==> src/rtl/reorder_buffer_pkg.sv <==
// Shared definitions for the reorder buffer: sizes, opcode encoding,
// entry kinds and control-state encodings.
package reorder_buffer_pkg;

  localparam int ROB_SIZE_WIDTH   = 3;
  localparam int ROB_ENTRIES      = 1 << ROB_SIZE_WIDTH;
  localparam int DEPENDENCY_WIDTH = ROB_SIZE_WIDTH + 1;  // MSB=1 means "no dependency"
  localparam int XLEN             = 32;
  localparam int REG_CNT_WIDTH    = 5;
  localparam int INST_OP_WIDTH    = 6;

  // Opcode encoding shared with the decoder. Branches and stores are kept
  // contiguous so that kind classification is a simple range check.
  localparam logic [INST_OP_WIDTH-1:0] OP_NOP   = 6'd0;
  localparam logic [INST_OP_WIDTH-1:0] OP_LUI   = 6'd1;
  localparam logic [INST_OP_WIDTH-1:0] OP_AUIPC = 6'd2;
  localparam logic [INST_OP_WIDTH-1:0] OP_JAL   = 6'd3;
  localparam logic [INST_OP_WIDTH-1:0] OP_JALR  = 6'd4;
  localparam logic [INST_OP_WIDTH-1:0] OP_BEQ   = 6'd5;
  localparam logic [INST_OP_WIDTH-1:0] OP_BNE   = 6'd6;
  localparam logic [INST_OP_WIDTH-1:0] OP_BLT   = 6'd7;
  localparam logic [INST_OP_WIDTH-1:0] OP_BGE   = 6'd8;
  localparam logic [INST_OP_WIDTH-1:0] OP_BLTU  = 6'd9;
  localparam logic [INST_OP_WIDTH-1:0] OP_BGEU  = 6'd10;
  localparam logic [INST_OP_WIDTH-1:0] OP_LB    = 6'd11;
  localparam logic [INST_OP_WIDTH-1:0] OP_LH    = 6'd12;
  localparam logic [INST_OP_WIDTH-1:0] OP_LW    = 6'd13;
  localparam logic [INST_OP_WIDTH-1:0] OP_LBU   = 6'd14;
  localparam logic [INST_OP_WIDTH-1:0] OP_LHU   = 6'd15;
  localparam logic [INST_OP_WIDTH-1:0] OP_SB    = 6'd16;
  localparam logic [INST_OP_WIDTH-1:0] OP_SH    = 6'd17;
  localparam logic [INST_OP_WIDTH-1:0] OP_SW    = 6'd18;
  localparam logic [INST_OP_WIDTH-1:0] OP_ADDI  = 6'd19;
  localparam logic [INST_OP_WIDTH-1:0] OP_SLTI  = 6'd20;
  localparam logic [INST_OP_WIDTH-1:0] OP_SLTIU = 6'd21;
  localparam logic [INST_OP_WIDTH-1:0] OP_XORI  = 6'd22;
  localparam logic [INST_OP_WIDTH-1:0] OP_ORI   = 6'd23;
  localparam logic [INST_OP_WIDTH-1:0] OP_ANDI  = 6'd24;
  localparam logic [INST_OP_WIDTH-1:0] OP_SLLI  = 6'd25;
  localparam logic [INST_OP_WIDTH-1:0] OP_SRLI  = 6'd26;
  localparam logic [INST_OP_WIDTH-1:0] OP_SRAI  = 6'd27;
  localparam logic [INST_OP_WIDTH-1:0] OP_ADD   = 6'd28;
  localparam logic [INST_OP_WIDTH-1:0] OP_SUB   = 6'd29;
  localparam logic [INST_OP_WIDTH-1:0] OP_SLL   = 6'd30;
  localparam logic [INST_OP_WIDTH-1:0] OP_SLT   = 6'd31;
  localparam logic [INST_OP_WIDTH-1:0] OP_SLTU  = 6'd32;
  localparam logic [INST_OP_WIDTH-1:0] OP_XOR   = 6'd33;
  localparam logic [INST_OP_WIDTH-1:0] OP_SRL   = 6'd34;
  localparam logic [INST_OP_WIDTH-1:0] OP_SRA   = 6'd35;
  localparam logic [INST_OP_WIDTH-1:0] OP_OR    = 6'd36;
  localparam logic [INST_OP_WIDTH-1:0] OP_AND   = 6'd37;

  // What a committing entry does: register write, nothing (branch), or store release.
  typedef enum logic [1:0] {
    KIND_REG    = 2'd0,
    KIND_BRANCH = 2'd1,
    KIND_STORE  = 2'd2
  } rob_kind_e;

  // Commit control: normal run, one cycle to expose the mispredicted commit,
  // one cycle of flush pulse.
  typedef enum logic [1:0] {
    ST_RUN   = 2'd0,
    ST_DRAIN = 2'd1,
    ST_FLUSH = 2'd2
  } rob_state_e;

  // Classify a decoded opcode into its commit behaviour.
  function automatic rob_kind_e op_kind(input logic [INST_OP_WIDTH-1:0] op);
    rob_kind_e kind;
    if ((op >= OP_BEQ) && (op <= OP_BGEU)) begin
      kind = KIND_BRANCH;
    end else if ((op >= OP_SB) && (op <= OP_SW)) begin
      kind = KIND_STORE;
    end else begin
      kind = KIND_REG;
    end
    return kind;
  endfunction

endpackage

==> src/rtl/reorder_buffer.sv <==
// Reorder buffer: circular in-order commit queue. Allocates at tail,
// collects ALU/LSB writebacks, retires one entry per cycle at head and
// drives register-file commit writes, store-commit pulses and the
// mispredict flush.
// Optional feature macro: ROB_WB_BYPASS_EN (forward same-cycle writebacks
// onto the operand query outputs).
module reorder_buffer
  import reorder_buffer_pkg::*;
(
  input  logic                          clk,
  input  logic                          rst,
  input  logic                          rdy,
  input  logic                          stall,
  input  logic                          dec_ready,
  input  logic [INST_OP_WIDTH-1:0]      dec_op,
  input  logic [REG_CNT_WIDTH-1:0]      dec_rd,
  input  logic [2*ROB_SIZE_WIDTH-1:0]   dec_query_ids,
  input  logic                          alu_ready,
  input  logic [ROB_SIZE_WIDTH-1:0]     alu_rob_id,
  input  logic [XLEN-1:0]               alu_val,
  input  logic                          alu_mispredict,
  input  logic [XLEN-1:0]               alu_target,
  input  logic                          lsb_ready,
  input  logic [ROB_SIZE_WIDTH-1:0]     lsb_rob_id,
  input  logic [XLEN-1:0]               lsb_val,
  output logic                          rob_full,
  output logic [ROB_SIZE_WIDTH-1:0]     rob_head_id,
  output logic [ROB_SIZE_WIDTH-1:0]     rob_tail_id,
  output logic                          rob_rf_enable,
  output logic [REG_CNT_WIDTH-1:0]      rob_rf_rd,
  output logic [XLEN-1:0]               rob_rf_val,
  output logic                          rob_store_commit,
  output logic                          rob_flush,
  output logic [XLEN-1:0]               rob_flush_pc,
  output logic [1:0]                    rob_query_ready,
  output logic [2*XLEN-1:0]             rob_query_val
);

  localparam logic [ROB_SIZE_WIDTH:0]   CNT_FULL = (ROB_SIZE_WIDTH+1)'(ROB_ENTRIES);
  localparam logic [ROB_SIZE_WIDTH:0]   CNT_ONE  = (ROB_SIZE_WIDTH+1)'(1);
  localparam logic [ROB_SIZE_WIDTH-1:0] ID_ONE   = ROB_SIZE_WIDTH'(1);

  // Entry storage
  logic [ROB_ENTRIES-1:0]     r_valid;
  logic [ROB_ENTRIES-1:0]     r_ready;
  logic [ROB_ENTRIES-1:0]     r_mispred;
  rob_kind_e                  r_kind   [ROB_ENTRIES];
  logic [REG_CNT_WIDTH-1:0]   r_rd     [ROB_ENTRIES];
  logic [XLEN-1:0]            r_val    [ROB_ENTRIES];
  logic [XLEN-1:0]            r_target [ROB_ENTRIES];

  // Queue pointers and control
  logic [ROB_SIZE_WIDTH-1:0]  r_head;
  logic [ROB_SIZE_WIDTH-1:0]  r_tail;
  logic [ROB_SIZE_WIDTH:0]    r_count;
  rob_state_e                 r_state;
  logic [XLEN-1:0]            r_redirect_pc;

  logic                       w_alloc;
  logic                       w_commit;
  logic [ROB_SIZE_WIDTH-1:0]  w_qid [2];

  // Full is derived from registered occupancy only, so an allocation can
  // never use the slot being freed by a commit in the same cycle.
  assign rob_full    = (r_count == CNT_FULL) || (r_state != ST_RUN);
  assign rob_head_id = r_head;
  assign rob_tail_id = r_tail;

  assign w_alloc  = rdy && dec_ready && !stall && !rob_full;
  assign w_commit = rdy && (r_state == ST_RUN) && r_valid[r_head] && r_ready[r_head];

  assign w_qid[0] = dec_query_ids[ROB_SIZE_WIDTH-1:0];
  assign w_qid[1] = dec_query_ids[2*ROB_SIZE_WIDTH-1:ROB_SIZE_WIDTH];

  // Allocation, writeback, commit and flush sequencing; everything freezes while rdy is low.
  always_ff @(posedge clk) begin
    if (rst) begin
      r_valid          <= '0;
      r_ready          <= '0;
      r_mispred        <= '0;
      for (int i = 0; i < ROB_ENTRIES; i++) begin
        r_kind[i]   <= KIND_REG;
        r_rd[i]     <= '0;
        r_val[i]    <= '0;
        r_target[i] <= '0;
      end
      r_head           <= '0;
      r_tail           <= '0;
      r_count          <= '0;
      r_state          <= ST_RUN;
      r_redirect_pc    <= '0;
      rob_rf_enable    <= 1'b0;
      rob_rf_rd        <= '0;
      rob_rf_val       <= '0;
      rob_store_commit <= 1'b0;
      rob_flush        <= 1'b0;
      rob_flush_pc     <= '0;
    end else if (rdy) begin
      rob_rf_enable    <= 1'b0;
      rob_store_commit <= 1'b0;
      rob_flush        <= 1'b0;

      if (alu_ready) begin
        r_val[alu_rob_id]     <= alu_val;
        r_ready[alu_rob_id]   <= 1'b1;
        r_mispred[alu_rob_id] <= alu_mispredict;
        r_target[alu_rob_id]  <= alu_target;
      end
      if (lsb_ready) begin
        r_val[lsb_rob_id]   <= lsb_val;
        r_ready[lsb_rob_id] <= 1'b1;
      end

      if (w_alloc) begin
        r_valid[r_tail]   <= 1'b1;
        r_ready[r_tail]   <= 1'b0;
        r_mispred[r_tail] <= 1'b0;
        r_kind[r_tail]    <= op_kind(dec_op);
        r_rd[r_tail]      <= dec_rd;
        r_tail            <= r_tail + ID_ONE;
      end

      if (w_commit) begin
        r_valid[r_head]  <= 1'b0;
        r_ready[r_head]  <= 1'b0;
        r_head           <= r_head + ID_ONE;
        rob_rf_enable    <= (r_kind[r_head] == KIND_REG) && (r_rd[r_head] != '0);
        rob_rf_rd        <= r_rd[r_head];
        rob_rf_val       <= r_val[r_head];
        rob_store_commit <= (r_kind[r_head] == KIND_STORE);
      end

      case ({w_alloc, w_commit})
        2'b10:   r_count <= r_count + CNT_ONE;
        2'b01:   r_count <= r_count - CNT_ONE;
        default: r_count <= r_count;
      endcase

      case (r_state)
        ST_RUN: begin
          if (w_commit && r_mispred[r_head]) begin
            r_redirect_pc <= r_target[r_head];
            r_state       <= ST_DRAIN;
          end
        end
        ST_DRAIN: begin
          rob_flush    <= 1'b1;
          rob_flush_pc <= r_redirect_pc;
          r_state      <= ST_FLUSH;
        end
        ST_FLUSH: begin
          // Squash everything younger than the mispredicted instruction.
          r_valid   <= '0;
          r_ready   <= '0;
          r_mispred <= '0;
          r_head    <= '0;
          r_tail    <= '0;
          r_count   <= '0;
          r_state   <= ST_RUN;
        end
        default: r_state <= ST_RUN;
      endcase
    end
  end

  // Operand queries for the two source tags of the instruction being decoded.
  always_comb begin
    rob_query_ready = '0;
    rob_query_val   = '0;
    for (int q = 0; q < 2; q++) begin
      rob_query_ready[q]             = r_valid[w_qid[q]] && r_ready[w_qid[q]];
      rob_query_val[q*XLEN +: XLEN]  = r_val[w_qid[q]];
`ifdef ROB_WB_BYPASS_EN
      if (alu_ready && (alu_rob_id == w_qid[q])) begin
        rob_query_ready[q]            = 1'b1;
        rob_query_val[q*XLEN +: XLEN] = alu_val;
      end else if (lsb_ready && (lsb_rob_id == w_qid[q])) begin
        rob_query_ready[q]            = 1'b1;
        rob_query_val[q*XLEN +: XLEN] = lsb_val;
      end else begin
        rob_query_ready[q]            = rob_query_ready[q];
      end
`endif
    end
  end

endmodule

==> config.mk <==
export PLATFORM = sky130hd
export DESIGN_NAME = reorder_buffer
export DESIGN_NICKNAME = d
export VERILOG_FILES = /design/src/rtl/reorder_buffer_pkg.sv /design/src/rtl/reorder_buffer.sv
export SDC_FILE = /design/constraint.sdc
export NUM_CORES = 1
export LEC_CHECK = 0
export BUFFER_PORTS_ARGS = -buffer_cell sky130_fd_sc_hd__buf_2
export CORE_UTILIZATION = 61
export DETAILED_ROUTE_END_ITERATION = 10
export HOLD_SLACK_MARGIN = 0.02
export PLACE_DENSITY_LB_ADDON = 0.05
export SLEW_MARGIN = 10
export SYNTH_ARGS = -nofsm -noshare
export SYNTH_HDL_FRONTEND = slang
export SYNTH_SLANG_ARGS = --single-unit
export TNS_END_PERCENT = 50
==> constraint.sdc <==
create_clock -name clk -period 5.8 [get_ports clk]
set_clock_uncertainty 0.05 [all_clocks]
set_input_delay 0.29 -clock clk [delete_from_list [all_inputs] [get_ports clk]]
set_output_delay 0.29 -clock clk [all_outputs]
set_load 0.05 [all_outputs]
==> flow_summary_export.csv, run 1 <==
group,metric,value,unit
status,outcome,"finished clean",
die,start_util,62.0,%
worst_setup_path,cp-start-kind,"flip-flop",
die,die_h,245,microns
yosys,synth_warnings,0,
drt,drtIter0Drc,3975,
timing,fmax,0.256,GHz
final_layout,fin_nets,3150,
yosys,seq_area_frac_synth,55.4,%
power_and_ir_drop,power-per-cell-area,292,mW/mm^2
timing,slew_headroom,13.0,%
yosys,syn_nets,2979,
timing,worst_pin_slew,1310,ps
yosys,synthArstFlopShare,0,%
yosys,synth_top_area_share,47.4,%
grt,grt.total_usage,40.3,%
worst_setup_path,slowest_stage,"nor2_4",
min_path,whs_path_depth,2,
cts,cts_tree,"yes",
die,chipWidth,245,microns
drt,postRouteAntennaNets,0,
power_and_ir_drop,p_int,0.00896,W
yosys,postSynthCellCount,2848,
timing,rsz0062_at_grt,"no",
place,pre_cts_ws,1900,ps
yosys,syn_avg_cell_area,12.6,sq um
worst_setup_path,worstSetupPathType,"reg2reg",
cts,cts_num_sinks,711,
grt,antenna_found_initial,10,
drt,drt-total-wl,122000,microns
place,gp_congestion,0.948,
grt,grt_pass1_vias,27700,
worst_setup_path,required,6280,ps
die,core_area,0.0580,sq mm
final_layout,post-route-util,70.8,%
place,dpl.hpwl,70200,microns
grt,grt_max_degree,145,
yosys,synth_edf_count,568,
yosys,synth_seq_cells,711,
timing,setup_slack,1890,ps
die,ios,272,
timing,final.period_utilization,67.3,%
drt,vias,28200,
power_and_ir_drop,sw_frac_of_total,25.3,%
cts,h-tree-depth,3,
power_and_ir_drop,power_frac_comb,11.0,%
timing,hold_viol,0,
worst_setup_path,cp-end-kind,"flip-flop",
yosys,synth.area.top_cells,"edfxtp_1, mux4_2, dfxtp_1",
grt,grt_pass1_wl,177000,microns
grt,gr-total-overflow,0,
final_layout,nFillCells,4076,
min_path,hp-class,"in2reg",
worst_setup_path,r2r_setup_slack,1890,ps
drt,vias_per_cell,7.34,
power_and_ir_drop,power.leakage,15.4,nW
drt,drt_first_pass_iters,6,
cts,clock_latency,640,ps
timing,timing.setup.tns,0,ps
power_and_ir_drop,seq_power_share,49.4,%
flow_run,cap_violations,0,
worst_setup_path,cp_common_cell,"buf_4",
die,row_count,88,
power_and_ir_drop,power_switching,0.00303,W
yosys,synthFlopType,"edfxtp_1",
yosys,post-synth-top-area-cell,"edfxtp_1",
power_and_ir_drop,vdd_drop_max,256,uV
final_layout,layout-drive-gt1-share,25.5,%
final_layout,area_growth,14.1,%
cts,clk_path_buf_depth,3,
timing,finalCriticalPeriod,3910,ps
die,die-area,0.0599,sq mm
worst_setup_path,cp_max_fo,40,
drt,wl_per_cell,31.6,microns
timing,maxSlewViolCount,0,
place,dp_cells,3625,
cts,clk_pin_slew,60,ps
yosys,yosys-top-cells-count,"edfxtp_1, and3_1, a22o_1, clkbuf_1, nor2_1",
yosys,syn_area,0.0360,sq mm
worst_setup_path,max_stage_delay,900,ps
drt,drcViolationCount,0,
yosys,synth.distinct_cells,60,
power_and_ir_drop,pwr-share-clk,39.7,%
yosys,post-synth-top-count-cell,"edfxtp_1",
final_layout,fin_cells,3846,
cts,root_buffer,"clkbuf_16",
worst_setup_path,arrival,4390,ps
cts,cts_resized,0,
worst_setup_path,worstPathCellList,"buf_4 -> nor3_4 -> a211oi_1 -> nand4_2 -> nor2_4 -> buf_4 -> nor2_1 -> a311oi_1",
place,io_buffer_count,271,
worst_setup_path,rr_worst_depth,8,
timing,setup_violations,0,
cts,numCtsBuffers,75,
[final cells by class]
cell class / count / area (sq um) / area share (%)
antenna: 3 / 7.51 / 0.0183
multi-input combinational: 1795 / 15000 / 36.5
inverter: 6 / 22.5 / 0.0549
tap: 765 / 957 / 2.33
timing repair buffer: 430 / 2760 / 6.73
clock inverter: 29 / 274 / 0.667
clock buffer: 107 / 2120 / 5.17
sequential: 711 / 19900 / 48.5
[power groups by stage]
stage / sequential, W / combinational, W / clock [W]
after floorplan: 0.00596 / 0.000874 / 0
after global placement: 0.00599 / 0.00123 / 0
after CTS: 0.00591 / 0.00129 / 0.00476
final: 0.00592 / 0.00132 / 0.00476
after global routing: 0.00594 / 0.00137 / 0.00494
after detailed placement: 0.00601 / 0.00125 / 0
[kinds of logic after synthesis]
logic type | Yosys count | share of synthesized area (%)
AO/OA/AOI/OAI | 685 | 14.5
flip-flops | 711 | 55.4
multiplexers | 329 | 15.3
adder cells (fa/ha/maj) | 4 | 0.139
XOR/XNOR | 6 | 0.146
AND/OR/NAND/NOR | 771 | 10.9
buffers and inverters | 342 | 3.68
[worst paths after layout]
| path | startpoint | endpoint |
|---|---|---|
| hold reg to reg | rob_flush_pc[9] | rob_flush_pc[9] |
| hold / removal | alu_target[30] | r_target[4][30] |
| setup / recovery | rob_head_id[2] | rob_rf_val[13] |
| setup reg to reg | rob_head_id[2] | rob_rf_val[13] |
[critical path, delay by kind of cell, from the launching register on]
family                 cells  cell delay [ps]
buffers and inverters      2             1040
flip-flops                 1              680
AO/OA/AOI/OAI              2              590
AND/OR/NAND/NOR            4             1370
[routing by layer]
layer / up-vias / track usage, % / wire [microns]
met2: 2276 / 61.3 / 54900
met5: - / 1.06 / 206
met3: 437 / 10.5 / 16800
met4: 17 / 18.8 / 5500
li1: 11600 / - / -
met1: 13900 / 54.3 / 44300
[sequential cells by signal, indices dropped and copies added (netlist names), 16 cells and up, named ones only]
name,flops
r_kind,16
r_rd,40
rob_rf_val,32
r_redirect_pc,32
r_target,256
rob_flush_pc,32
r_val,256
[per-stage QoR]
step	total power (W)	cell area [sq um]	hold WS (ps)
CTS	0.0120	41100	21.6
detailed placement	0.00726	37800	395
global placement	0.00722	37800	391
floorplan	0.00684	36000	381
finish	0.0120	41100	32.2
global route	0.0122	41100	30.9
[timing repair]
action,4_1_cts,5_1_grt
hold endpoints to repair,345,0
hold buffers,82,0
setup buffers,0,0
[layout by cell type, fill, tap and decap left out, types with 5 or more instances in the layout]
cell,n
clkinv_1,11
nor2_4,7
o22ai_1,8
a221oi_1,64
nand3_1,22
mux2i_1,57
buf_4,80
edfxtp_1,568
a22oi_1,47
o211ai_1,11
clkbuf_16,78
nand2_1,149
mux4_2,166
o21ai_4,8
and2_1,16
nor2_1,176
dfxtp_1,140
nor3_1,27
and3_1,294
dlygate4sd3_1,82
buf_2,268
a21oi_1,124
nor2b_1,9
o21ai_0,37
nor3_2,13
or2_2,13
a311oi_1,13
clkbuf_1,23
mux2_2,104
a221o_1,5
nand2b_1,13
clkinv_2,7
a22o_1,279
a211oi_1,59
nor2_2,10
clkbuf_8,6
(Power assumes the default switching activity.)
==> run 2: changes to the inputs <==
==> constraint.sdc (replaced) <==
create_clock -name clk -period 3.6 [get_ports clk]
set_clock_uncertainty 0.05 [all_clocks]
set_input_delay 0.18 -clock clk [delete_from_list [all_inputs] [get_ports clk]]
set_output_delay 0.18 -clock clk [all_outputs]
set_load 0.05 [all_outputs]
==> run 2 against run 1 <==
Effect of this change:
- sequential power rose by 61%
- clock power rose by 58%
- global-route usage rose by 1.5 points
- die area did not move
- critical path depth rose by 1
- worst hold slack improved by 90 ps
- power rose by 61%
- design area rose by 2.1%
- setup slack got worse by 1600 ps
- highest routed layer unchanged
==> flow_summary_export.csv, run 2 (synthesis results as in run 1) <==
group,metric,value,unit
die,chipWidth,245,microns
cts,clk_pin_slew,60,ps
drt,vias_per_cell,7.34,
worst_setup_path,cp-startpoint,"rst",
grt,gr-total-overflow,0,
final_layout,post-route-util,72.3,%
power_and_ir_drop,power.leakage,15.8,nW
die,die-area,0.0599,sq mm
drt,drtIter0Drc,4214,
worst_setup_path,cp-end-kind,"flip-flop",
worst_setup_path,rr_worst_depth,7,
cts,root_buffer,"clkbuf_16",
final_layout,fin_cells,3929,
timing,slew_headroom,14.6,%
final_layout,fin_nets,3233,
grt,grt_pass1_vias,28400,
grt,use_met1,55.3,%
final_layout,ff_latch_area,0.0199,sq mm
timing,finalCriticalPeriod,3310,ps
grt,antenna_found_initial,4,
worst_setup_path,worstSetupPathType,"in2reg",
die,ios,272,
timing,maxSlewViolCount,0,
worst_setup_path,arrival,3750,ps
timing,hold_viol,0,
die,row_count,88,
cts,h-tree-depth,3,
worst_setup_path,r2r_setup_slack,540,ps
cts,numCtsBuffers,75,
timing,final.period_utilization,92.0,%
grt,grt_use_met3,9.73,%
cts,clock_latency,640,ps
status,outcome,"finished clean",
place,io_buffer_count,271,
place,gp_congestion,0.977,
timing,fmax,0.302,GHz
die,die_h,245,microns
drt,postRouteAntennaNets,0,
die,core_area,0.0580,sq mm
drt,vias,28800,
drt,drcViolationCount,0,
grt,grt.busiest_layer,"met2",
min_path,holdPathEnd,"rob_tail_id[1]",
drt,wl_per_cell,32.1,microns
timing,rsz0062_at_grt,"no",
final_layout,final_common_cell,"edfxtp_1",
cts,clk_path_buf_depth,3,
worst_setup_path,cp_max_fo,37,
drt,drt_first_pass_iters,7,
final_layout,final_cell_mix,"edfxtp_1, and3_1, a22o_1",
final_layout,area_growth,16.6,%
worst_setup_path,required,4040,ps
final_layout,nFillCells,3969,
grt,grt_pass1_wl,182000,microns
grt,grt_max_degree,159,
die,start_util,62.0,%
worst_setup_path,timing.rr.start,"rob_head_id[1]",
min_path,min-delay-start,"dec_ready",
cts,cts_num_sinks,711,
flow_run,cap_violations,0,
final_layout,layout-drive-gt1-share,25.8,%
place,dp_cells,3653,
grt,grt.total_usage,41.8,%
min_path,whs_path_depth,6,
cts,cts_tree,"yes",
timing,worst_pin_slew,1280,ps
grt,grtUsageMet2,64.8,%
min_path,hp-class,"in2reg",
timing,setup_violations,0,
place,pre_cts_ws,609,ps
drt,drt-total-wl,126000,microns
final_layout,reg.largest.list,"r_target: 256 flops, r_val: 256 flops, r_rd: 40 flops",
worst_setup_path,cp-start-kind,"input pin",
final_layout,multiInputGateArea,0.0150,sq mm
timing,setup_slack,287,ps
place,dpl.hpwl,71500,microns
power_and_ir_drop,vdd_drop_max,452,uV
power_and_ir_drop,power-per-cell-area,459,mW/mm^2
worst_setup_path,r2r-end,"rob_rf_val[0]",
==> run 2: cell types whose count changed in the layout (fill, tap and decap cells not counted), sizes merged <==
cell         change
clkinv           +3
dlygate4sd3     +55
buf             +28
clkinvlp         -1
bufinv           -2
==> run 2: power breakdown <==
| part | switching [W] | total (W) | internal (W) |
|---|---|---|---|
| clock | 0.00331 | 0.00751 | 0.00420 |
| sequential | 0.000238 | 0.00952 | 0.00929 |
| combinational | 0.00141 | 0.00221 | 0.000799 |
| total | 0.00495 | 0.0192 | 0.0143 |
==> run 2: repair_timing <==
item                                    in CTS  in global routing
resized for setup                            0                  0
hold buffers                               137                  0
setup buffers                                0                  0
endpoints found under the setup margin       0                  0
endpoints found under the hold margin      559                  0
==> run 2: worst max-delay path: stages <==
cell           delay, ps
dlygate4sd3_1        550
buf_4                320
inv_1                120
buf_4                210
nand2_1              110
nor3_2               930
buf_4                540
a22o_1               210
dlygate4sd3_1        540
==> run 2: layout make-up <==
cell class                      count  area share (%)
Clock buffer                      107            4.98
Antenna cell                        3          0.0179
Inverter                            6          0.0537
Sequential cell                   711            47.5
Multi-Input combinational cell   1795            35.7
Clock inverter                     29           0.561
Tap cell                          765            2.28
Timing Repair Buffer              513            8.88
==> run 2: how the worst max path moves through the flow <==
stage / to / slack [ps] / depth (start not counted)
floorplan: r_val[4][0] / -640 / 5
global placement: r_redirect_pc[23] / 710 / 8
detailed placement: rob_rf_val[0] / 610 / 7
CTS: r_val[7][31] / 420 / 9
global route: r_val[7][31] / 270 / 9
finish: r_val[7][31] / 290 / 9
==> run 2: per-layer routing <==
metal,share of wire [%],up-vias
met5,0.010,-
li1,-,11800
met1,35,14200
met3,13,504
met4,5.2,2
met2,46,2383
==> run 2: per-stage QoR <==
step                setup TNS (ps)  hold slack [ps]  cell area (sq um)  power, W
floorplan                  -121950              328              36000    0.0110
global placement                 0              384              38200    0.0117
detailed placement               0              397              38200    0.0117
CTS                              0              103              41900    0.0192
global route                     0              164              41900    0.0197
finish                           0              122              41900    0.0192
